**config.mk**
```make
export PLATFORM = sky130hd
export DESIGN_NAME = mem_arbiter
export DESIGN_NICKNAME = d
export VERILOG_FILES = /design/src/rtl/mem_arbiter.sv
export SDC_FILE = /design/constraint.sdc
export NUM_CORES = 1
export LEC_CHECK = 0
export ABC_AREA = 1
export CAP_MARGIN = 0
export CORE_AREA = 10 10 179 181
export DETAILED_ROUTE_END_ITERATION = 12
export DIE_AREA = 0 0 189 191
export GPL_ROUTABILITY_DRIVEN = 0
export GPL_TIMING_DRIVEN = 0
export PLACE_DENSITY = 0.58
export SLEW_MARGIN = 15
export SYNTH_ARGS = -nofsm -noshare
export SYNTH_HDL_FRONTEND = slang
export SYNTH_SLANG_ARGS = --single-unit
```
**constraint.sdc**
```tcl
create_clock -name clk -period 2.17 [get_ports clk]
set_input_delay 0.434 -clock clk [delete_from_list [all_inputs] [get_ports clk]]
set_output_delay 0.434 -clock clk [all_outputs]
set_load 0.05 [all_outputs]
```
**src/rtl/mem_arbiter.sv**
```systemverilog
// mem_arbiter: shares one byte-wide RAM port between the instruction-fetch (IF)
// and memory-stage (MM) requesters. Each granted transaction becomes one RAM
// byte access per cycle. Read bytes are assembled little-endian into a word.
//
// Handshake: a requester raises req and holds req plus its address, size, wr and
// wdata stable until it sees its done pulse. done is high for exactly one cycle.
// On a read, rdata is valid in that cycle and keeps its value until the next
// done on the same port. Requests are only looked at while the FSM is idle.
//
// Ports:
//   clk, rst                      clock, asynchronous active-low reset
//   if_req, if_addr, if_flush     IF 4-byte read request, address, abort/block
//   if_done, if_rdata             IF completion pulse and assembled word
//   mm_req, mm_wr, mm_len,        MM request, direction, size code
//   mm_addr, mm_wdata             (0=1B, 1=2B, 2/3=4B), address, write data
//   mm_done, mm_rdata             MM completion pulse and zero-extended read word
//   mem_din                       RAM read byte (one cycle after its address)
//   mem_dout, mem_a, mem_wr       RAM write byte, byte address, write enable
//   busy                          FSM is not idle
//   fsm_state                     raw FSM state, for debug
module mem_arbiter #(
    parameter int ADDR_W = 32
) (
    input  logic              clk,
    input  logic              rst,
    input  logic              if_req,
    input  logic [ADDR_W-1:0] if_addr,
    input  logic              if_flush,
    output logic              if_done,
    output logic [31:0]       if_rdata,
    input  logic              mm_req,
    input  logic              mm_wr,
    input  logic [1:0]        mm_len,
    input  logic [ADDR_W-1:0] mm_addr,
    input  logic [31:0]       mm_wdata,
    output logic              mm_done,
    output logic [31:0]       mm_rdata,
    input  logic [7:0]        mem_din,
    output logic [7:0]        mem_dout,
    output logic [ADDR_W-1:0] mem_a,
    output logic              mem_wr,
    output logic              busy,
    output logic [2:0]        fsm_state
);

    typedef enum logic [2:0] {
        IDLE  = 3'd0,
        RD    = 3'd1,
        RLAST = 3'd2,
        WR    = 3'd3,
        FIN   = 3'd4
    } state_t;

    state_t      state;
    logic        owner_mm;   // 1 = current transaction belongs to MM
    logic        last_mm;    // 1 = most recent grant went to MM
    logic [1:0]  idx;        // byte index whose address is on mem_a
    logic [1:0]  last_idx;   // index of the final byte (N-1)
    logic [31:0] wbuf;       // latched MM write data
    logic [31:0] rbuf;       // read bytes collected so far

    // A port that is signalling done this cycle cannot start a new transaction.
    logic if_elig;
    logic mm_elig;
    logic pick_mm;
    logic abort;

    assign if_elig = if_req && !if_done && !if_flush;
    assign mm_elig = mm_req && !mm_done;
    // On a tie the port that did not win last time gets the grant.
    assign pick_mm = mm_elig && (!if_elig || !last_mm);
    // Only an IF read can be cancelled by a flush.
    assign abort   = !owner_mm && if_flush;

    assign busy      = (state != IDLE);
    assign fsm_state = state;

    function automatic logic [1:0] last_of(input logic [1:0] len);
        case (len)
            2'd0:    return 2'd0;
            2'd1:    return 2'd1;
            default: return 2'd3;
        endcase
    endfunction

    function automatic logic [7:0] byte_of(input logic [31:0] w, input logic [1:0] i);
        return w[{i, 3'b000} +: 8];
    endfunction

    function automatic logic [31:0] put_byte(input logic [31:0] w, input logic [1:0] i,
                                             input logic [7:0] b);
        logic [31:0] r;
        r = w;
        r[{i, 3'b000} +: 8] = b;
        return r;
    endfunction

    always_ff @(posedge clk or negedge rst) begin
        if (!rst) begin
            state    <= IDLE;
            owner_mm <= 1'b0;
            last_mm  <= 1'b0;
            idx      <= 2'd0;
            last_idx <= 2'd0;
            wbuf     <= '0;
            rbuf     <= '0;
            if_done  <= 1'b0;
            if_rdata <= '0;
            mm_done  <= 1'b0;
            mm_rdata <= '0;
            mem_dout <= '0;
            mem_a    <= '0;
            mem_wr   <= 1'b0;
        end else begin
            case (state)
                IDLE: begin
                    mem_wr <= 1'b0;
                    if (if_elig || mm_elig) begin
                        last_mm  <= pick_mm;
                        owner_mm <= pick_mm;
                        idx      <= 2'd0;
                        rbuf     <= '0;
                        if (pick_mm) begin
                            mem_a    <= mm_addr;
                            last_idx <= last_of(mm_len);
                            if (mm_wr) begin
                                wbuf     <= mm_wdata;
                                mem_dout <= mm_wdata[7:0];
                                mem_wr   <= 1'b1;
                                state    <= WR;
                            end else begin
                                state <= RD;
                            end
                        end else begin
                            mem_a    <= if_addr;
                            last_idx <= 2'd3;
                            state    <= RD;
                        end
                    end
                end
                RD: begin
                    if (abort) begin
                        state <= IDLE;
                    end else begin
                        // mem_din now carries the byte addressed last cycle.
                        if (idx != 2'd0)
                            rbuf <= put_byte(rbuf, idx - 2'd1, mem_din);
                        if (idx == last_idx) begin
                            state <= RLAST;
                        end else begin
                            mem_a <= mem_a + ADDR_W'(1);
                            idx   <= idx + 2'd1;
                        end
                    end
                end
                RLAST: begin
                    if (abort) begin
                        state <= IDLE;
                    end else begin
                        state <= FIN;
                        if (owner_mm) begin
                            mm_done  <= 1'b1;
                            mm_rdata <= put_byte(rbuf, last_idx, mem_din);
                        end else begin
                            if_done  <= 1'b1;
                            if_rdata <= put_byte(rbuf, last_idx, mem_din);
                        end
                    end
                end
                WR: begin
                    if (idx == last_idx) begin
                        mem_wr  <= 1'b0;
                        mm_done <= 1'b1;
                        state   <= FIN;
                    end else begin
                        mem_a    <= mem_a + ADDR_W'(1);
                        mem_dout <= byte_of(wbuf, idx + 2'd1);
                        idx      <= idx + 2'd1;
                    end
                end
                FIN: begin
                    if_done <= 1'b0;
                    mm_done <= 1'b0;
                    state   <= IDLE;
                end
                default: state <= IDLE;
            endcase
        end
    end

endmodule

```
Word level (Yosys, flattened, before mapping) --
Index checks and enable logic that the tools add are counted.
Cells by class: $add $sub $neg 5, equal/unequal tests 17, shifts and indexed selects 5, muxes and demuxes 42, bitwise logic cells 2, reductions and logical operators 32
Operators with widths (count):
- $mux W32 | 7
- $pmux W32 S3 | 1
- $bwmux W32 | 2
- $pmux W32 S2 | 1
- $shift A8 B7 Y32 const A | 2
- $shiftx A8 B7 Y32 | 2
- $add A32 B1 Y32 const B | 1
- $mux W8 | 4
- $shiftx A32 B6 Y8 | 1
- $ne A2 B2 Y1 const B | 10
- $mux W3 | 6
- $pmux W8 S2 | 1
- $reduce_and A3 Y1 | 5
- $neg A5 Y7 | 2
- $pmux W3 S4 | 1
- $reduce_and A4 Y1 | 3
- $mux W2 | 5
- $mux W1 | 9
- $reduce_bool A3 Y1 | 3
- $reduce_bool A2 Y1 | 4
- $eq A3 B2 Y1 const B | 2
- $pmux W2 S3 | 1
- $logic_and A1 B1 Y1 | 5
- $logic_not A1 Y1 | 5
- 16 further kinds | 20
Word-level totals: bits in registers 179, input port bits 112, logic and storage cells 116

Logic depth before layout (Yosys ltp) --
word-level depth 9, mapped depth 11, mapped depth without buffers 11

Least setup slack after synthesis --
Ideal clock, no wire load.
path kind flip-flop to flip-flop, from register idx[0], to register rbuf[16], arrival time 2.032 ns, path slack 0.073 ns, stages on the path, launching flop included 10, period minus slack after synthesis 2.097 ns, cell sequence dfrtp_1 > inv_1 > clkbuf_1 > ha_1 > buf_2 > or2_2 > buf_1 > nor4_1 > nand2_1 > nand2_1
Between the ends: word-level cells in the longest chain between the ends 7, elaborated cells on any way between the ends 11, those cells by class 2 x add/sub; 1 x eq/ne; 2 x shift; 4 x mux; 2 x reduce/logical
RTL lines:
- start, declared | RTL line 57 | logic [1:0] idx;
- start signal, assigned | RTL line 152 | idx <= idx + 2'd1;
- start signal, assigned | RTL line 178 | idx <= idx + 2'd1;
- $sub A2 B1 Y2 | RTL line 147 | rbuf <= put_byte(rbuf, idx - 2'd1, mem_din);
- $neg A5 Y7 | RTL line 94 | r[{i, 3'b000} +: 8] = b;
- $shiftx A8 B7 Y32 / $shift A8 B7 Y32 (equally long branches) | RTL line 94
- $bwmux W32 | RTL line 94
- $mux W32 | RTL line 146 | if (idx != 2'd0)
- $mux W32 | RTL line 142 | if (abort) begin
- $pmux W32 S2 | RTL line 115 | case (state)
- end signal, assigned | RTL line 147
- end, declared | RTL line 60 | logic [31:0] rbuf;
Several ways; a longest one is shown, not always the timed one. The select of a mux whose other input is x is not followed. A chain may end at the register's enable or synchronous reset.

Final worst setup path --
from register if_done, to output port if_done
RTL lines:
- start, declared | RTL line 29 | output logic if_done,
- start signal, assigned | RTL line 107 | if_done <= 1'b0;
- start signal, assigned | RTL line 165 | if_done <= 1'b1;
- start signal, assigned | RTL line 182 | if_done <= 1'b0;
No word-level cell between the ends.

==> impl_metrics.csv <==
group,metric,value,unit
yosys,synthFlopType,"sky130_fd_sc_hd__dfrtp_1",
timing,max_slew.worst_pin.slew,0.626,ns
min_path,worst_hold_startpoint,"wbuf[11]",
yosys,syn-num-nets,1501,
floorplan,vertical_die_dimension,191,microns
yosys,synth.avg_cell_area,7.11,sq um
final_layout,fillers,2970,
final_layout,mostFrequentLayoutCell,"sky130_fd_sc_hd__nand2_1",
setup_path,criticalPathCategory,"flop to output port",
floorplan,io_pins,223,
power,static-leakage-power,6.46,nW
cts,root_buffer,"sky130_fd_sc_hd__clkbuf_16",
yosys,ys_seq_area_share,45.7,%
drt,drt_wl_total,33.5,mm
floorplan,chipWidth,189,microns
setup_path,worst_r2r_path_depth,11,
drt,detail_route.drc_violations,0,
run,timing.max_cap.violations,0,
timing,slew_headroom,58.2,%
final_layout,layout.cells.most_common_list,"550 x sky130_fd_sc_hd__nand2_1, 184 x sky130_fd_sc_hd__clkdlybuf4s50_1, 179 x sky130_fd_sc_hd__dfrtp_1",
setup_path,critical_path_maximum_fanout,3,
global_routing,first_global_vias,9511,
timing,fin_crit,2.10,ns
yosys,synth-edff-count,0,
timing,post-route-worst-setup-slack,0.0709,ns
floorplan,core-area,0.0285,sq mm
yosys,synthesis.instances,1378,
cts,cts.sink_count,179,
drt,post_drt_wl_per_cell,16.6,microns
global_routing,grt.total_usage,18.3,%
final_layout,fin_nets,1743,
global_routing,global_route_overflow,0,
cts,insertion_delay,0.45,ns
setup_path,end_kind,"output port",
global_routing,grt_pass1_wl,53.1,mm
setup_path,cell_family_contributing_the_most_delay_on_the_critical_path,"buffers and inverters",
placed_design,hpwl,26.1,mm
floorplan,start_util,34.4,%
setup_path,r2r-start,"idx[0]",
placed_design,worst_setup_slack_after_placement,-0.401,ns
final_layout,final_layout_size_suffix_gt1_share,6.92,%
timing,timing.clock.skew,0.0241,ns
power,ir_drop,0.000728,V
drt,drtPass1Iterations,5,
drt,vias,9679,
timing,final.period_utilization,96.7,%
min_path,min_delay_path_depth,2,
timing,finalHoldViolations,0,
final_layout,stdcell_area,0.0132,sq mm
setup_path,reg2reg_setup_slack,0.15,ns
drt,initialDrtViolationCount,770,
setup_path,timing.critical_path.arrival,1.67,ns
min_path,hp-class,"flop to flop",
cts,tritoncts_clock_tree,"yes",
yosys,synth_async_sr_flop_share,100,%
yosys,synth_area,0.00980,sq mm
setup_path,crit_path_top_delay_cell,"sky130_fd_sc_hd__clkdlybuf4s50_1",
floorplan,fp.dieArea,0.0361,sq mm
setup_path,max_stage_delay,0.87,ns
final_layout,antenna-diode-count,0,
cts,ctsLongestPathBuffers,2,
timing,drv_slew,0,
cts,clock_buffers_created_by_tritoncts,17,
yosys,synth_cell_type_count,34,
power,power.density,1580,mW/mm^2
timing,rsz0062_at_grt,"no",
drt,ant_nets,0,
setup_path,timing.critical_path.from_type,"flop",
setup_path,cp.required,1.74,ns
timing,setup_viol_count_final,0,
floorplan,core.rowCount,62,
placed_design,portBuffers,222,
setup_path,timing.critical_path.cells,"clkdlybuf4s50_1",
timing,whs,0.472,ns
cts,clk_pin_slew,0.07,ns
run_status,status,"finished, final reports clean",
final_layout,final_cell_count_no_fill,2017,
setup_path,combined_buffer_and_inverter_count_along_the_critical_path,1,
placed_design,placed_area,0.0125,sq mm
drt,route.detailed.vias_per_inst,4.80,
global_routing,antenna_found_initial,1,
placed_design,placedCellCount,1985,
min_path,holdPathEnd,"wbuf[11]",
timing,max_freq,476,MHz
yosys,synth-seq-cells,179,
global_routing,grt_start_max_net_pins,103,
cts,ctsHtreeMaxLevel,4,
final_layout,layout-area-overhead-vs-synth,34.6,%
setup_path,worstReg2RegEnd,"mem_dout[6]",
yosys,synth_warnings,0,
[state kept, by name (all words and copies together) (netlist names)]
signal,cells
last_idx,2
last_mm,1
mm_rdata,32
idx,2
wbuf,32
mm_done,1
mem_dout,8
rbuf,32
if_rdata,32
mem_wr,1
if_done,1
mem_a,32
fsm_state,3
[power by group]
| group | total, mW | leakage, nW | internal [mW] | switching (mW) |
|---|---|---|---|---|
| combinational | 12.1 | 3.85 | 3.59 | 8.46 |
| sequential | 5.61 | 2.31 | 4.57 | 1.04 |
| clock | 3.10 | 0.290 | 1.55 | 1.55 |
| total | 20.8 | 6.46 | 9.72 | 11.1 |
[how the worst max path moves through the flow]
stage | cells past startpoint | slack, ns | startpoint | to
after global placement | 1 | -7.03 | rst | mem_a[11]
after global routing | 7 | 0.0007 | fsm_state[2] | if_rdata[2]
final | 1 | 0.07 | if_done | if_done
after floorplan | 9 | 0.07 | idx[0] | rbuf[16]
after CTS | 7 | -0.003 | last_idx[0] | mm_rdata[21]
after detailed placement | 11 | -0.40 | idx[0] | mem_dout[6]
[timing repair]
item,4_1_cts,5_1_grt
resized for setup,38,22
hold endpoints to repair,4,0
setup endpoints to repair,56,69
hold buffers,1,0
setup buffers,1,0
[kinds of logic after synthesis]
logic type | share of synthesized area [%]
AND/OR/NAND/NOR | 35.8
buffers and inverters | 7.71
flip-flops | 45.7
AO/OA/AOI/OAI | 9.13
adder cells (fa/ha/maj) | 1.40
XOR/XNOR | 0.179
[per-stage QoR]
stage	TNS [ns]	util [%]	power (mW)
after floorplan	0	-	13.6
after global placement	-1272.14	43.9	17.8
after detailed placement	-17.34	44.0	17.9
after CTS	-0.00261	46.0	20.9
after global routing	0	46.3	22.3
final	0	46.3	20.8
[synthesized netlist by cell type, types with 5 or more instances]
master | count | area, sq um
sky130_fd_sc_hd__nand2_1 | 551 | 2070
sky130_fd_sc_hd__a21oi_1 | 42 | 210
sky130_fd_sc_hd__inv_1 | 113 | 424
sky130_fd_sc_hd__nand3b_1 | 6 | 45.0
sky130_fd_sc_hd__nand4_1 | 8 | 50.1
sky130_fd_sc_hd__o21ai_0 | 61 | 305
sky130_fd_sc_hd__nand3_1 | 98 | 490
sky130_fd_sc_hd__nor3_1 | 7 | 35.0
sky130_fd_sc_hd__o21ai_1 | 8 | 40.0
sky130_fd_sc_hd__buf_2 | 22 | 110
sky130_fd_sc_hd__ha_1 | 11 | 138
sky130_fd_sc_hd__nor2_1 | 134 | 503
sky130_fd_sc_hd__o21bai_1 | 5 | 37.5
sky130_fd_sc_hd__nand2_2 | 6 | 37.5
sky130_fd_sc_hd__nor2_4 | 5 | 56.3
sky130_fd_sc_hd__o211ai_1 | 8 | 60.1
sky130_fd_sc_hd__o22ai_1 | 17 | 106
sky130_fd_sc_hd__nor4_1 | 20 | 125
sky130_fd_sc_hd__o32ai_1 | 8 | 70.1
sky130_fd_sc_hd__nor2_2 | 5 | 31.3
sky130_fd_sc_hd__inv_2 | 8 | 30.0
sky130_fd_sc_hd__clkbuf_1 | 30 | 113
sky130_fd_sc_hd__dfrtp_1 | 179 | 4480
[routing by layer]
metal | global-route usage [%] | vias to the layer above | routed length [microns]
met5 | 0 | - | 13
met4 | 4.12 | 2 | 363
met3 | 5.16 | 24 | 2380
met2 | 29.3 | 284 | 15500
met1 | 24.2 | 4505 | 15200
li1 | - | 4864 | -
[area by class of cell]
class	instances	area, sq um	area share [%]
multi-input cells	1015	4630	35.1
flip-flops and latches	179	4480	34.0
repair buffers	225	2250	17.1
well taps	384	480	3.64
inverters	121	454	3.44
clock buffers	17	425	3.23
plain buffers	61	308	2.33
clock inverters	15	163	1.23
No activity file was read; power rests on OpenSTA's default activity.
